$ cat src/rtl/fir_sat_mac_pipe.sv
// fir_sat_mac_pipe
//   Pipelined signed saturating multiply-accumulate for the FIR datapath.
//   Each accepted (in_a, in_b) pair is multiplied to a full 2*WIDTH product.
//   The product is arithmetically shifted right by FRAC and clamped to WIDTH
//   bits. It is then added, with saturation, into a running accumulator.
//   The pair flagged with in_last closes the tap group: the accumulated value
//   is presented on out_data, and out_sat reports whether any clamp fired
//   anywhere in that group.
//
// Optional build macro:
//   FIR_SAT_MAC_ROUND_EN  add 2^(FRAC-1) to the product before the shift
//                         (round half up); without it the shift truncates
//                         toward -inf. Latency is the same either way.
//
// Parameters:
//   WIDTH  operand / scaled product / accumulator width (signed, >= 4)
//   FRAC   fractional bits removed from the product, 0 <= FRAC < WIDTH
//
// Ports:
//   system1000      in   1      clock, rising edge
//   system1000_rst  in   1      asynchronous reset, active-high
//   in_valid        in   1      operand pair valid
//   in_ready        out  1      operand pair accepted this cycle when valid
//   in_a            in   WIDTH  signed sample
//   in_b            in   WIDTH  signed coefficient
//   in_last         in   1      pair is the final tap of the group
//   out_valid       out  1      accumulated result valid
//   out_ready       in   1      downstream accepts the result
//   out_data        out  WIDTH  signed saturated group result
//   out_sat         out  1      a saturation occurred within the group
//
// Latency: a last pair accepted in cycle t gives out_valid in cycle t+3.
module fir_sat_mac_pipe #(
    parameter int WIDTH = 16,
    parameter int FRAC  = 0
) (
    input  logic             system1000,
    input  logic             system1000_rst,
    input  logic             in_valid,
    output logic             in_ready,
    input  logic [WIDTH-1:0] in_a,
    input  logic [WIDTH-1:0] in_b,
    input  logic             in_last,
    output logic             out_valid,
    input  logic             out_ready,
    output logic [WIDTH-1:0] out_data,
    output logic             out_sat
);

    localparam int PW = 2 * WIDTH + 1;

    localparam logic signed [WIDTH-1:0] WMAX = {1'b0, {(WIDTH-1){1'b1}}};
    localparam logic signed [WIDTH-1:0] WMIN = {1'b1, {(WIDTH-1){1'b0}}};
    localparam logic signed [PW-1:0]    PMAX = {{(WIDTH+2){1'b0}}, {(WIDTH-1){1'b1}}};
    localparam logic signed [PW-1:0]    PMIN = {{(WIDTH+2){1'b1}}, {(WIDTH-1){1'b0}}};

`ifdef FIR_SAT_MAC_ROUND_EN
    // Half an LSB of the scaled result; evaluates to zero when FRAC = 0.
    localparam logic signed [PW-1:0] RND = (PW'(1) << FRAC) >> 1;
`else
    localparam logic signed [PW-1:0] RND = '0;
`endif

    // Scaled product clamp; the extra bit over 2*WIDTH absorbs rounding carry.
    function automatic logic prod_ovf(input logic signed [PW-1:0] x);
        return (x > PMAX) || (x < PMIN);
    endfunction

    function automatic logic signed [WIDTH-1:0] prod_sat(input logic signed [PW-1:0] x);
        if (x > PMAX) begin
            return WMAX;
        end else if (x < PMIN) begin
            return WMIN;
        end else begin
            return x[WIDTH-1:0];
        end
    endfunction

    // Accumulator add in WIDTH+1 bits; overflow when the top two bits differ.
    function automatic logic [WIDTH:0] acc_sum(input logic signed [WIDTH-1:0] x,
                                               input logic signed [WIDTH-1:0] y);
        return {x[WIDTH-1], x} + {y[WIDTH-1], y};
    endfunction

    function automatic logic acc_ovf(input logic signed [WIDTH-1:0] x,
                                     input logic signed [WIDTH-1:0] y);
        logic [WIDTH:0] s;
        s = acc_sum(x, y);
        return s[WIDTH] ^ s[WIDTH-1];
    endfunction

    function automatic logic signed [WIDTH-1:0] acc_sat(input logic signed [WIDTH-1:0] x,
                                                        input logic signed [WIDTH-1:0] y);
        logic [WIDTH:0] s;
        s = acc_sum(x, y);
        if (s[WIDTH] ^ s[WIDTH-1]) begin
            return s[WIDTH] ? WMIN : WMAX;
        end else begin
            return s[WIDTH-1:0];
        end
    endfunction

    // Whole pipeline moves together whenever the output slot can take a result.
    logic adv;
    assign adv      = !out_valid || out_ready;
    assign in_ready = adv;

    logic                      vld_p0, last_p0;
    logic signed [WIDTH-1:0]   a_p0, b_p0;
    logic                      vld_p1, last_p1;
    logic signed [2*WIDTH-1:0] prod_p1;
    logic signed [WIDTH-1:0]   acc;
    logic                      sticky;

    // ---- Stage 1: operand capture / Stage 2: full-width product ----
    always_ff @(posedge system1000 or posedge system1000_rst) begin
        if (system1000_rst) begin
            vld_p0 <= 1'b0;
            vld_p1 <= 1'b0;
        end else if (adv) begin
            vld_p0 <= in_valid;
            vld_p1 <= vld_p0;
        end
    end

    always_ff @(posedge system1000) begin
        if (adv) begin
            a_p0    <= in_a;
            b_p0    <= in_b;
            last_p0 <= in_last;
            prod_p1 <= (2*WIDTH)'(a_p0) * (2*WIDTH)'(b_p0);
            last_p1 <= last_p0;
        end
    end

    // ---- Stage 3: scale, clamp, saturating accumulate ----
    logic signed [PW-1:0]    prod_x, prod_r, prod_s;
    logic signed [WIDTH-1:0] m, acc_n;
    logic                    sat_now;

    always_comb begin
        prod_x  = {prod_p1[2*WIDTH-1], prod_p1};
        prod_r  = prod_x + RND;
        prod_s  = prod_r >>> FRAC;
        m       = prod_sat(prod_s);
        acc_n   = acc_sat(acc, m);
        sat_now = prod_ovf(prod_s) || acc_ovf(acc, m);
    end

    // ---- Output register: group result with skid-free replace on handshake ----
    always_ff @(posedge system1000 or posedge system1000_rst) begin
        if (system1000_rst) begin
            acc       <= '0;
            sticky    <= 1'b0;
            out_valid <= 1'b0;
            out_data  <= '0;
            out_sat   <= 1'b0;
        end else if (adv) begin
            if (vld_p1 && last_p1) begin
                out_data  <= acc_n;
                out_sat   <= sticky || sat_now;
                out_valid <= 1'b1;
                acc       <= '0;
                sticky    <= 1'b0;
            end else begin
                if (vld_p1) begin
                    acc    <= acc_n;
                    sticky <= sticky || sat_now;
                end
                if (out_ready) begin
                    out_valid <= 1'b0;
                end
            end
        end
    end

endmodule

$ cat config.mk
export PLATFORM = sky130hd
export DESIGN_NAME = fir_sat_mac_pipe
export DESIGN_NICKNAME = d
export VERILOG_FILES = /design/src/rtl/fir_sat_mac_pipe.sv
export SDC_FILE = /design/constraint.sdc
export NUM_CORES = 1
export LEC_CHECK = 0
export ABC_CLOCK_PERIOD_IN_PS = 8700
export BUFFER_PORTS_ARGS = -buffer_cell sky130_fd_sc_hd__buf_2
export CAP_MARGIN = 20
export CELL_PAD_IN_SITES_DETAIL_PLACEMENT = 1
export CELL_PAD_IN_SITES_GLOBAL_PLACEMENT = 1
export CORE_ASPECT_RATIO = 0.9
export CORE_UTILIZATION = 51
export CTS_CLUSTER_SIZE = 28
export DETAILED_ROUTE_END_ITERATION = 12
export PLACE_DENSITY_LB_ADDON = 0.1
export SLEW_MARGIN = 20
export SYNTH_ARGS = -nofsm -noshare
export SYNTH_HDL_FRONTEND = slang
export SYNTH_SLANG_ARGS = --single-unit
$ cat constraint.sdc
create_clock -name system1000 -period 8.7 [get_ports system1000]
set_clock_uncertainty 0.15 [all_clocks]
set_input_delay 1.74 -clock system1000 [delete_from_list [all_inputs] [get_ports system1000]]
set_output_delay 1.74 -clock system1000 [all_outputs]
set_load 0.01 [all_outputs]
=== Word level (Yosys, flattened, before mapping) ===
Index checks and enable logic that the tools add are counted.
Widths: inputs -> output; s select.

* $add $sub $neg: 1
* $mul: 1
* Magnitude comparators: 2
* Muxes and demuxes: 10
* Bitwise operators: 1
* Reductions and logical operators: 11

{| class="wikitable"
|+ Operator list
! kind !! number
|-
| $mux 16 || 6
|-
| $gt 32x16->1 const B || 1
|-
| $lt 32x16->1 const B || 1
|-
| $mul 16x16->32 || 1
|-
| $add 16x16->17 || 1
|-
| $reduce_and 2->1 || 3
|-
| $logic_or 1x1->1 || 4
|-
| $mux 1 || 4
|-
| $reduce_bool 2->1 || 2
|-
| $logic_and 1x1->1 || 1
|-
| $logic_not 1->1 || 1
|-
| $xor 1x1->1 || 1
|}

* Register bits after elaboration: 103
* Input port bits: 37
* Output and inout port bits: 19
* Word-level logic and storage cells: 38

=== Depth between registers and ports, before layout ===
* Word-level depth: 9
* Gate-level depth with buffers: 24
* Gate-level depth less buffers: 22

=== Worst setup path after synthesis ===
OpenSTA, ideal clock, no wires.

* Kind: flip-flop to flip-flop
* From: reg a_p0[15]
* To: reg prod_p1[31] (data pin)
* Arrival time: 5853 ps
* Setup slack: 2437 ps
* Cell stages (with the launch flop): 20
* Buffers on the path: 2
* Period minus slack after synthesis: 6263 ps
* Cells stage by stage: edfxtp_1 > clkbuf_1 > nand2_1 > inv_1 > fa_1 > fa_1 > fa_1 > fa_1 > fa_1 > inv_1 > fa_1 > inv_1 > ha_1 > clkbuf_1 > a21o_1 > a21oi_1 > o21ai_0 > a221o_1 > a31oi_1 > xnor2_1

* Word-level cells in the longest chain between the ends: 1

{| class="wikitable"
|+ RTL lines
! element !! RTL line !! text
|-
| start, declared || 109 || <nowiki>logic signed [WIDTH-1:0] a_p0, b_p0;</nowiki>
|-
| start signal, assigned || 128 || <nowiki>a_p0 <= in_a;</nowiki>
|-
| $mul 16x16->32 || 131 || <nowiki>prod_p1 <= (2*WIDTH)'(a_p0) * (2*WIDTH)'(b_p0);</nowiki>
|-
| end signal, assigned || 131 ||
|-
| end, declared || 111 || <nowiki>logic signed [2*WIDTH-1:0] prod_p1;</nowiki>
|}

Every way passes these cells.
A chain may end at the register's enable or synchronous reset.

=== Final worst setup path ===
* From: reg b_p0[1]
* To: reg prod_p1[31] (data pin)

* Word-level cells in the longest chain between the ends: 1

{| class="wikitable"
|+ RTL lines
! element !! RTL line !! text
|-
| start, declared || 109 ||
|-
| start signal, assigned || 129 || <nowiki>b_p0 <= in_b;</nowiki>
|-
| $mul 16x16->32 || 131 ||
|}

Every way passes these cells.

==> out/metrics.csv <==
stage,metric,value,unit
timing,fmax,142.5,MHz
place,dp_hpwl,30900,um
worst_setup_path,critPathLaunch,b_p0[1],
floorplanning,core_area,28010,sq um
floorplanning,die_w,180.0,um
clock_tree,path_clk_slew,80,ps
timing,setup_viol,0,
floorplanning,fp-row-count,58,
worst_setup_path,worst-path-max-fanout,16,
drt,drt_iter0_markers,410,
clock_tree,ctsResizeCount,0,
synth,ys_seq_elements,103,
final_layout,syn2layout_area_growth,6.226,%
clock_tree,clock_tree.root_cell,clkbuf_16,
floorplanning,initial_core_util,51.94,%
clock_tree,insertion_delay,380,ps
flow_run,max-cap-violations,0,
clock_tree,cts_buffers,9,
timing,finalHoldViolCount,0,
final_layout,layout_commonest_cell,inv_1,
global_routing,grt_pass1_vias,11730,
worst_setup_path,start_kind,flop,
final_layout,final_layout_size_suffix_gt1_share,6.355,%
floorplanning,io_pins,56,
timing,tns,0,ps
worst_setup_path,ff2ff_setup_slack,1680,ps
synth,synth_area,14550,sq um
worst_setup_path,arrival,6980,ps
synth,synth_fp_nets,1862,
global_routing,grt_max_degree,65,
synth,yosysSeqAreaShare,19.98,%
place,gp_congestion,0.8596,
worst_setup_path,timing.rr.start,b_p0[1],
timing,relSlewSlack,34.47,%
global_routing,grt_util_met1,35.17,%
synth,synthFlopType,edfxtp_1,
clock_tree,cts_tree,built,
clock_tree,clock-sinks,103,
global_routing,global_route.usage.met3,3.767,%
worst_setup_path,end_kind,flop,
synth,async_flop_share,35.92,%
final_layout,fin_nets,1888,
floorplanning,design.die.area,29210,sq um
drt,route.detailed.drc,0,
timing,min_period,7020,ps
drt,wl_per_cell,20.33,um
drt,drt.antenna.violating_nets,0,
worst_hold_path,hold_class,reg2reg,
timing,finalCritPeriodShare,80.69,%
drt,drt_wl_total,37770,um
timing,slew_viol_final,0,
drt,first_pass_iters,5,
timing,rsz0062_at_grt,false,
synth,avgSynthCellArea,9.939,sq um
floorplanning,die_y,162.2,um
run_status,outcome,"complete, no violations",
place,io_buffers,55,
synth,synth.distinct_cells,65,
global_routing,overflow,0,
synth,synth_edf_count,66,
synth,synthCells,1464,
worst_setup_path,r2r-end,prod_p1[31],
global_routing,grt_pass1_wl,62100,um
synth,yosysWarnings,0,
worst_setup_path,reg2regPathDepth,17,
worst_setup_path,crit_type,reg2reg,
worst_setup_path,cp_data_required_time,8660,ps
timing,worst_pin_slew,982.9,ps
global_routing,antenna_found_initial,3,
clock_tree,ctsHoldBuffers,0,
clock_tree,htreeDepth,3,
global_routing,grt_usage,27.74,%
final_layout,layout_common_cells,"inv_1 (316), fa_1 (263), nand2_1 (155)",
drt,vias,10290,
clock_tree,post_cts.repair.setup_buffers,0,
clock_tree,clockBufferDepth,2,
worst_setup_path,worstSetupEndpoint,prod_p1[31],
global_routing,top_usage_layer,met2,
drt,vias_per_cell,5.538,
global_routing,met2_usage,48.36,%
==> layer usage <==
metal	wire [um]	part of all wire, %
met1	16080	43
met2	19260	51
met3	1144	3.0
met4	1292	3.4
met5	0	0
==> final cells by class <==
| cell class | instances | area, sq um |
|---|---|---|
| clock inverter | 6 | 45.04 |
| fill | 3158 | 12560 |
| antenna | 3 | 7.507 |
| clock buffer | 10 | 250.2 |
| inverter | 316 | 1186 |
| multi-input combinational | 1001 | 10300 |
| tap | 360 | 450.4 |
| sequential | 103 | 2908 |
| timing repair buffer | 59 | 305.3 |
==> critical path, stage by stage, from the launching register on <==
cell	delay (ps)
edfxtp_1	800
nand2_1	210
inv_1	180
fa_1	530
fa_1	890
fa_1	520
fa_1	480
fa_1	560
inv_1	60
fa_1	530
inv_1	40
ha_1	400
a21o_1	240
a21oi_1	340
o21ai_0	200
a221o_1	350
a31oi_1	170
xnor2_1	90
==> metrics by stage <==
| stage | hold WS, ps | std cells | utilization (%) | area, sq um | setup WS [ps] |
|---|---|---|---|---|---|
| finish | 285.3 | 1858 | 55.18 | 15460 | 1680 |
| global route | 290.8 | 1856 | 55.16 | 15450 | 1404 |
| CTS | 287.8 | 1855 | 55.15 | 15450 | 1698 |
| detailed placement | 270.0 | 1839 | 54.10 | 15150 | 1731 |
| global placement | 255.3 | 1839 | 54.10 | 15150 | 1941 |
| floorplan | 250.3 | 1464 | - | 14550 | 2437 |
==> synthesized netlist by cell type (7+ instances only) <==
cell,number,area (sq um)
a21oi_1,45,225.2
xor2_1,11,96.34
o211ai_1,7,52.55
edfxtp_1,66,1982
nand2b_1,10,62.56
nor2_1,44,165.2
ha_1,98,1226
o21a_1,27,202.7
nand4_1,7,43.79
dfrtp_1,37,925.9
fa_1,263,5265
nand2_1,155,581.8
a21o_1,18,135.1
o21ai_0,39,195.2
and2_1,132,825.8
inv_1,316,1186
a22o_1,10,87.58
clkbuf_1,42,157.7
xnor2_1,32,280.3
==> sequential cells by signal, summed over array words and instances (netlist names) <==
register / flops
vld_p1: 1
prod_p1: 32
out_sat: 1
a_p0: 16
last_p0: 1
vld_p0: 1
out_valid: 1
acc: 16
b_p0: 16
sticky: 1
out_data: 16
last_p1: 1
==> cell families after synthesis <==
family	synth area share, %
xor gates and xnor gates	2.588
buffers and inverters	9.304
muxes	0.5331
DFF	19.98
and+or+nand+nor	13.41
adders and majority gates	45.12
AOI/OAI and AO/OA	9.064
==> worst min path at each step <==
stage | start | endpoint | slack (ps) | cells after the start
2_1_floorplan | last_p0 | last_p1 | 250 | 0
3_3_place_gp | last_p0 | last_p1 | 260 | 0
3_5_place_dp | last_p0 | last_p1 | 270 | 0
4_1_cts | last_p0 | last_p1 | 290 | 0
5_1_grt | last_p0 | last_p1 | 290 | 0
6_report | last_p0 | last_p1 | 290 | 0
Power is left out: the tool's default activity adds up to more than one toggle a clock period on the data nets, which glitch-free logic cannot reach.
